$ cat src/rtl/idex_hazard_stage.sv
// Decode-to-execute pipeline register with load-use stall, branch flush and
// saturating stall/flush event counters.
module idex_hazard_stage #(
  parameter int WIDTH = 32,
  parameter int CNT_W = 16
) (
  input  logic             clk,
  input  logic             rst,
  input  logic             RegWriteD,
  input  logic             MemtoRegD,
  input  logic             MemWriteD,
  input  logic             BranchD,
  input  logic             FlagWD,
  input  logic             NoWriteD,
  input  logic             ALUSrcD,
  input  logic [1:0]       ALUControlD,
  input  logic [1:0]       CondD,
  input  logic [WIDTH-1:0] RD1D,
  input  logic [WIDTH-1:0] RD2D,
  input  logic [WIDTH-1:0] ExtImmD,
  input  logic [3:0]       RA1D,
  input  logic [3:0]       RA2D,
  input  logic [3:0]       WA3D,
  input  logic             PCSrcE,
  output logic             RegWriteE,
  output logic             MemtoRegE,
  output logic             MemWriteE,
  output logic             BranchE,
  output logic             FlagWE,
  output logic             NoWriteE,
  output logic             ALUSrcE,
  output logic [1:0]       ALUControlE,
  output logic [1:0]       CondE,
  output logic [WIDTH-1:0] RD1E,
  output logic [WIDTH-1:0] RD2E,
  output logic [WIDTH-1:0] ExtImmE,
  output logic [3:0]       WA3E,
  output logic             ValidE,
  output logic             StallF,
  output logic             StallD,
  output logic             FlushD,
  output logic [CNT_W-1:0] StallCnt,
  output logic [CNT_W-1:0] FlushCnt
);

  typedef struct packed {
    logic             reg_write;
    logic             mem_to_reg;
    logic             mem_write;
    logic             branch;
    logic             flag_w;
    logic             no_write;
    logic             alu_src;
    logic [1:0]       alu_control;
    logic [1:0]       cond;
    logic [WIDTH-1:0] rd1;
    logic [WIDTH-1:0] rd2;
    logic [WIDTH-1:0] ext_imm;
    logic [3:0]       wa3;
    logic             valid;
  } e_slot_t;

  e_slot_t          e_d, e_q;
  logic [CNT_W-1:0] stall_cnt_d, stall_cnt_q;
  logic [CNT_W-1:0] flush_cnt_d, flush_cnt_q;
  logic             ld_haz, stall, bubble;

  always_comb begin
    ld_haz = e_q.valid & e_q.mem_to_reg & e_q.reg_write &
             ((e_q.wa3 == RA1D) | (e_q.wa3 == RA2D));
    // A taken branch discards the D instruction anyway, so it overrides the stall.
    stall  = ld_haz & ~PCSrcE;
    bubble = ld_haz | PCSrcE;

    e_d = '0;
    if (!bubble) begin
      e_d = '{reg_write: RegWriteD, mem_to_reg: MemtoRegD, mem_write: MemWriteD,
              branch: BranchD, flag_w: FlagWD, no_write: NoWriteD,
              alu_src: ALUSrcD, alu_control: ALUControlD, cond: CondD,
              rd1: RD1D, rd2: RD2D, ext_imm: ExtImmD, wa3: WA3D, valid: 1'b1};
    end

    stall_cnt_d = stall_cnt_q;
    if (stall && (stall_cnt_q != {CNT_W{1'b1}})) begin
      stall_cnt_d = stall_cnt_q + CNT_W'(1);
    end
    flush_cnt_d = flush_cnt_q;
    if (PCSrcE && (flush_cnt_q != {CNT_W{1'b1}})) begin
      flush_cnt_d = flush_cnt_q + CNT_W'(1);
    end
  end

  always_ff @(posedge clk) begin
    if (!rst) begin
      e_q         <= '0;
      stall_cnt_q <= '0;
      flush_cnt_q <= '0;
    end else begin
      e_q         <= e_d;
      stall_cnt_q <= stall_cnt_d;
      flush_cnt_q <= flush_cnt_d;
    end
  end

  assign RegWriteE   = e_q.reg_write;
  assign MemtoRegE   = e_q.mem_to_reg;
  assign MemWriteE   = e_q.mem_write;
  assign BranchE     = e_q.branch;
  assign FlagWE      = e_q.flag_w;
  assign NoWriteE    = e_q.no_write;
  assign ALUSrcE     = e_q.alu_src;
  assign ALUControlE = e_q.alu_control;
  assign CondE       = e_q.cond;
  assign RD1E        = e_q.rd1;
  assign RD2E        = e_q.rd2;
  assign ExtImmE     = e_q.ext_imm;
  assign WA3E        = e_q.wa3;
  assign ValidE      = e_q.valid;
  assign StallF      = stall;
  assign StallD      = stall;
  assign FlushD      = PCSrcE;
  assign StallCnt    = stall_cnt_q;
  assign FlushCnt    = flush_cnt_q;

endmodule

$ cat config.mk
export PLATFORM = sky130hd
export DESIGN_NAME = idex_hazard_stage
export DESIGN_NICKNAME = d
export VERILOG_FILES = /design/src/rtl/idex_hazard_stage.sv
export SDC_FILE = /design/constraint.sdc
export NUM_CORES = 1
export LEC_CHECK = 0
export ABC_CLOCK_PERIOD_IN_PS = 2100
export CAP_MARGIN = 10
export CORE_AREA = 3 3 103 105
export CTS_CLUSTER_DIAMETER = 100
export DETAILED_ROUTE_END_ITERATION = 16
export DIE_AREA = 0 0 106 108
export DONT_BUFFER_PORTS = 1
export PLACE_DENSITY = 0.68
export SLEW_MARGIN = 20
export SYNTH_ARGS = -nofsm -noshare
export SYNTH_HDL_FRONTEND = slang
export SYNTH_SLANG_ARGS = --single-unit
$ cat constraint.sdc
create_clock -name clk -period 2.1 [get_ports clk]
set_input_delay 0.63 -clock clk [delete_from_list [all_inputs] [get_ports clk]]
set_output_delay 0.63 -clock clk [all_outputs]
set_load 0.02 [all_outputs]
After elaboration in Yosys (flattened, before gate mapping)
Index checks and enable logic that the tools add are counted.

storage, ports and cells
  register bits = 144
  output and inout port bits = 147
  logic and storage cells = 34
  bits of input ports = 122

cells by class
  reductions and logical operators = 3
  muxes and demuxes = 1
  bitwise logic cells = 8
  $add $sub $neg = 2
  equal/unequal tests = 4

operators with widths
  cell                                            count
  adder 16 x 1 -> 16 bit (second input constant)  2
  inequality test 16 bit (second input constant)  2
  equality test 4 bit                             2
  bitwise AND 1 bit                               4
  logical AND 1 bit                               2
  NOT 1 bit                                       2
  OR 1 bit                                        2
  OR reduction 2 bit                              1
  two-way mux 1 bit                               1

Longest topological paths before layout
  depth after elaboration = 5
  mapped depth = 7
  mapped depth without buffers = 6

Worst setup path before layout
OpenSTA, ideal clock, no wires.

  path kind = input to output
  start point = input RA1D[2]
  end point = output StallF
  stages on the path = 6
  buffers on the path = 2
  path slack = -0.238 ns
  required time = 1.470 ns
  arrival time = 1.708 ns
  cell sequence = xnor2_1 nand4_1 a211o_1 buf_2 inv_1 buf_4

between the ends
  cells in the longest elaborated chain, start to end = 4

RTL lines
  what                 RTL line  text
  start: declaration   21        input logic [3:0] RA1D,
  equality test 4 bit  70        ((e_q.wa3 == RA1D) | (e_q.wa3 == RA2D));
  OR 1 bit             70
  bitwise AND 1 bit    69        ld_haz = e_q.valid & e_q.mem_to_reg & e_q.reg_write &
  bitwise AND 1 bit    72        stall = ld_haz & ~PCSrcE;
  end: declaration     39        output logic StallF,

No other way between the ends.

Worst setup path in the final report
  start point = register e_q (netlist bit WA3E[0])
  end point = output StallF

between the ends
  cells in the longest elaborated chain, start to end = 4
  elaborated cells between the ends (all ways) = 5
  classes of those cells = eq/ne (2); bitwise (3)

RTL lines
  what                      RTL line  text
  start: declaration        63        e_slot_t e_d, e_q;
  start signal: assignment  95        e_q <= '0;
  start signal: assignment  99        e_q <= e_d;
  equality test 4 bit       70
  OR 1 bit (*)              70
  bitwise AND 1 bit (*)     69
  bitwise AND 1 bit (*)     72

Every way passes the cells marked *; elsewhere a longest branch is shown, timed or not.

==> metrics.yaml <==
outcome:
  status: "complete, but fails checks"
  violations: "setup timing"
synth:
  post-synth-top-area-cell: "dfxtp_1"
  synthDistinctLibCells: 40
  synth_area_um2: 4723
  ys_ff_latch: 144
  synth_area_leaders: "dfxtp_1 61%, and2_1 15%, xnor2_1 2.2%, nor2_1 1.7%, a21oi_1 1.6%"
  synth-warning-count: 0
  ys_top_cells_by_count: "144 x dfxtp_1, 111 x and2_1, 22 x nor2_1"
  synthArstFlopShare: 0
  yosys.cell_count.top_type: "dfxtp_1"
  ys.flop_type: "dfxtp_1"
  synth_enable_flop_cells: 0
  synth_top_area_frac: 0.6103
  synth_fp_nets: 572
  netlist_instances: 448
  ys_seq_area_frac: 0.6103
  syn_avg_cell_area_um2: 10.54
power_and_ir_drop:
  p_per_area_nw_per_um2: 1039
  power_leakage_nw: 2.256
  seq_power_share: 0.494
  switching_power_mw: 1.410
  pwr-share-clk: 0.479
  p_sw_frac: 0.2345
  ir_drop_mv: 0.5824
  p_int_mw: 4.604
  combPwrFrac: 0.027
cts:
  clock_sinks: 144
  cts_setup_buffers: 0
  cts_hold_buf: 0
  cts_buffers: 17
  cts.htree.levels: 4
  clkTransAtPathRegs_ns: 0.06
  clk_latency_ns: 0.52
  ctsLongestPathBuffers: 2
  cts_tree: "yes"
  clockRootBuffer: "clkbuf_8"
setup_path:
  crit_buf_inv: 1
  start_kind: "flip-flop"
  endpoint_kind: "output pin"
  crit_slowest_cell: "a211o_4"
  cp_data_arrival_time_ns: 1.68
  critPathRequiredTime_ns: 1.47
  crit_family: "compound AO/OA/AOI/OAI gates"
  cp_max_fo: 4
  crit_type: "flip-flop to output pin"
  critical_path.max_stage_delay_ns: 0.41
  crit_chain: "xnor2_2, nand4_1, a211o_4, inv_8"
floorplan:
  io_pins: 269
  die_w_um: 106
  start_util: 0.4855
  core_um2: 9729
  rows: 36
  fp.dieArea_um2: 11450
  fp.dieH_um: 108
job:
  maxCapViolations: 0
place:
  io_buffers: 0
  pre_cts_slack_ns: -0.1180
  hpwl_um: 8838
  gp_congestion: 0.7970
  dp_cells: 601
sta:
  tns_ns: -0.4244
  fin_crit_ns: 2.312
  worst_pin_slew_ns: 0.5573
  clock_skew_ns: 0.01050
  slew_headroom: 0.6256
  period_share: 1.101
  rsz0062_at_grt: "yes"
  fin_ws_ns: -0.2122
  maxSlewViolCount: 0
  whs_ns: 0.2294
  max_freq_mhz: 432.5
  finalHoldViolations: 0
  finalSetupViolCount: 2
drt:
  drc: 0
  routedWlPerCell_um: 18.68
  dr.first_iter.drc_count: 173
  vias_per_cell: 5.197
  routed_wl_um: 11830
  first_pass_iters: 4
  via_count: 3290
  antenna_left: 0
layout:
  layout.cells.non_filler: 633
  nets: 611
  n_fill_cell: 819
  drive_gt1_frac: 0.1904
  syn_to_final_growth_pct: 22.57
global_routing:
  grt_use_total: 0.2046
  antenna_found_initial: 1
  grt_pass1_vias: 3306
  grt_overflow: 0
  grt_max_degree: 113
  grt_pass1_wl_um: 17800
hold_path:
  min_path_type: "input pin to flip-flop"
==> layout by cell type, fill, tap and decap left out, drive strengths merged <==
cell type | synthesis | layout
dfxtp | 144 | 144
and2 | 111 | 111
buf | 8 | 43
nor2 | 23 | 23
clkbuf | 15 | 17
o21ai | 17 | 17
a21oi | 15 | 15
nand3 | 14 | 14
nand2 | 13 | 13
xnor2 | 12 | 12
or3 | 11 | 11
inv | 4 | 8
xor2 | 7 | 7
nor3 | 7 | 7
nand4 | 6 | 6
and3 | 5 | 5
o211ai | 5 | 5
clkinv | 0 | 5
o2111ai | 4 | 4
nand2b | 3 | 3
o311ai | 3 | 3
o41ai | 3 | 3
clkinvlp | 0 | 3
mux2i | 2 | 2
a31oi | 2 | 2
nor4 | 2 | 2
ha | 2 | 2
bufinv | 0 | 2
or4 | 2 | 2
diode | 0 | 1
a211o | 1 | 1
o31ai | 1 | 1
o21bai | 1 | 1
o311a | 1 | 1
or3b | 1 | 1
and4 | 1 | 1
a211oi | 1 | 1
nor4b | 1 | 1
==> stage by stage <==
stage	total power, mW	area [µm²]	utilization
floorplan	3.143	4768	-
global placement	3.192	5157	0.5301
detailed placement	3.199	5157	0.5301
CTS	6.066	5767	0.5927
global route	6.246	5789	0.5950
finish	6.015	5789	0.5950
==> worst paths after layout <==
kind                            startpoint                        end  slack, ns  cells after the start
setup / recovery        WA3E[0]$_SDFF_PP0_                     StallF      -0.21                      4
hold / removal                  ExtImmD[8]      ExtImmE[8]$_SDFF_PP0_       0.23                      1
setup reg to reg        WA3E[0]$_SDFF_PP0_  StallCnt[13]$_SDFFE_PN0P_       0.18                      6
hold reg to reg   FlushCnt[1]$_SDFFE_PN0P_   FlushCnt[1]$_SDFFE_PN0P_       0.62                      3
==> power groups by stage <==
stage	Combinational [mW]	Sequential, mW	Clock, mW
2_1_floorplan	0.114	3.03	0
3_3_place_gp	0.154	3.04	0
3_5_place_dp	0.162	3.04	0
4_1_cts	0.164	2.98	2.93
5_1_grt	0.182	2.98	3.08
6_report	0.162	2.97	2.88
==> layer usage <==
metal / routed length (µm) / global-route usage / vias up
met5: 0 / 0 / -
met4: 244 / 0.07863 / 0
met3: 1310 / 0.1063 / 22
met2: 6103 / 0.3438 / 165
met1: 4169 / 0.2203 / 1528
li1: - / - / 1575
==> worst register-to-register path, cell delays in order (launching register included) <==
cell      delay, ns
dfxtp_4        0.36
xnor2_2        0.16
nand4_1        0.15
a211o_4        0.41
buf_4          0.22
o311ai_0       0.35
o41ai_1        0.14
==> final cells by class <==
class                   count  area (µm²)  share of cell area
diodes                      1       2.502           0.0004322
clock buffers              17       414.1             0.07154
clock inverters            14       157.7             0.02723
inverters                   4       22.52            0.003890
multi-input cells         277        1793              0.3097
flip-flops and latches    144        2898              0.5005
well taps                 133       166.4             0.02874
repair buffers             43       335.3             0.05792
==> cells by family after synthesis <==
| logic type | Yosys count | synth area share |
|---|---|---|
| buffers and inverters | 27 | 0.02596 |
| XOR/XNOR | 19 | 0.03523 |
| multiplexers | 2 | 0.004239 |
| AND/OR/NAND/NOR | 200 | 0.2456 |
| flip-flops | 144 | 0.6103 |
| AO/OA/AOI/OAI | 54 | 0.07338 |
| adder cells (fa/ha/maj) | 2 | 0.005297 |
==> state kept, by name, summed over array words and instances (netlist names), 2 cells and up <==
| signal | flops |
|---|---|
| FlushCnt | 16 |
| CondE | 2 |
| RD2E | 32 |
| ALUControlE | 2 |
| WA3E | 4 |
| ExtImmE | 32 |
| RD1E | 32 |
| StallCnt | 16 |
==> timing repair <==
action                                  CTS  global route
pin swaps                                 2             5
resized for setup                        11             4
endpoints found under the setup margin    2            15
Power figures use the tool's default switching activity.
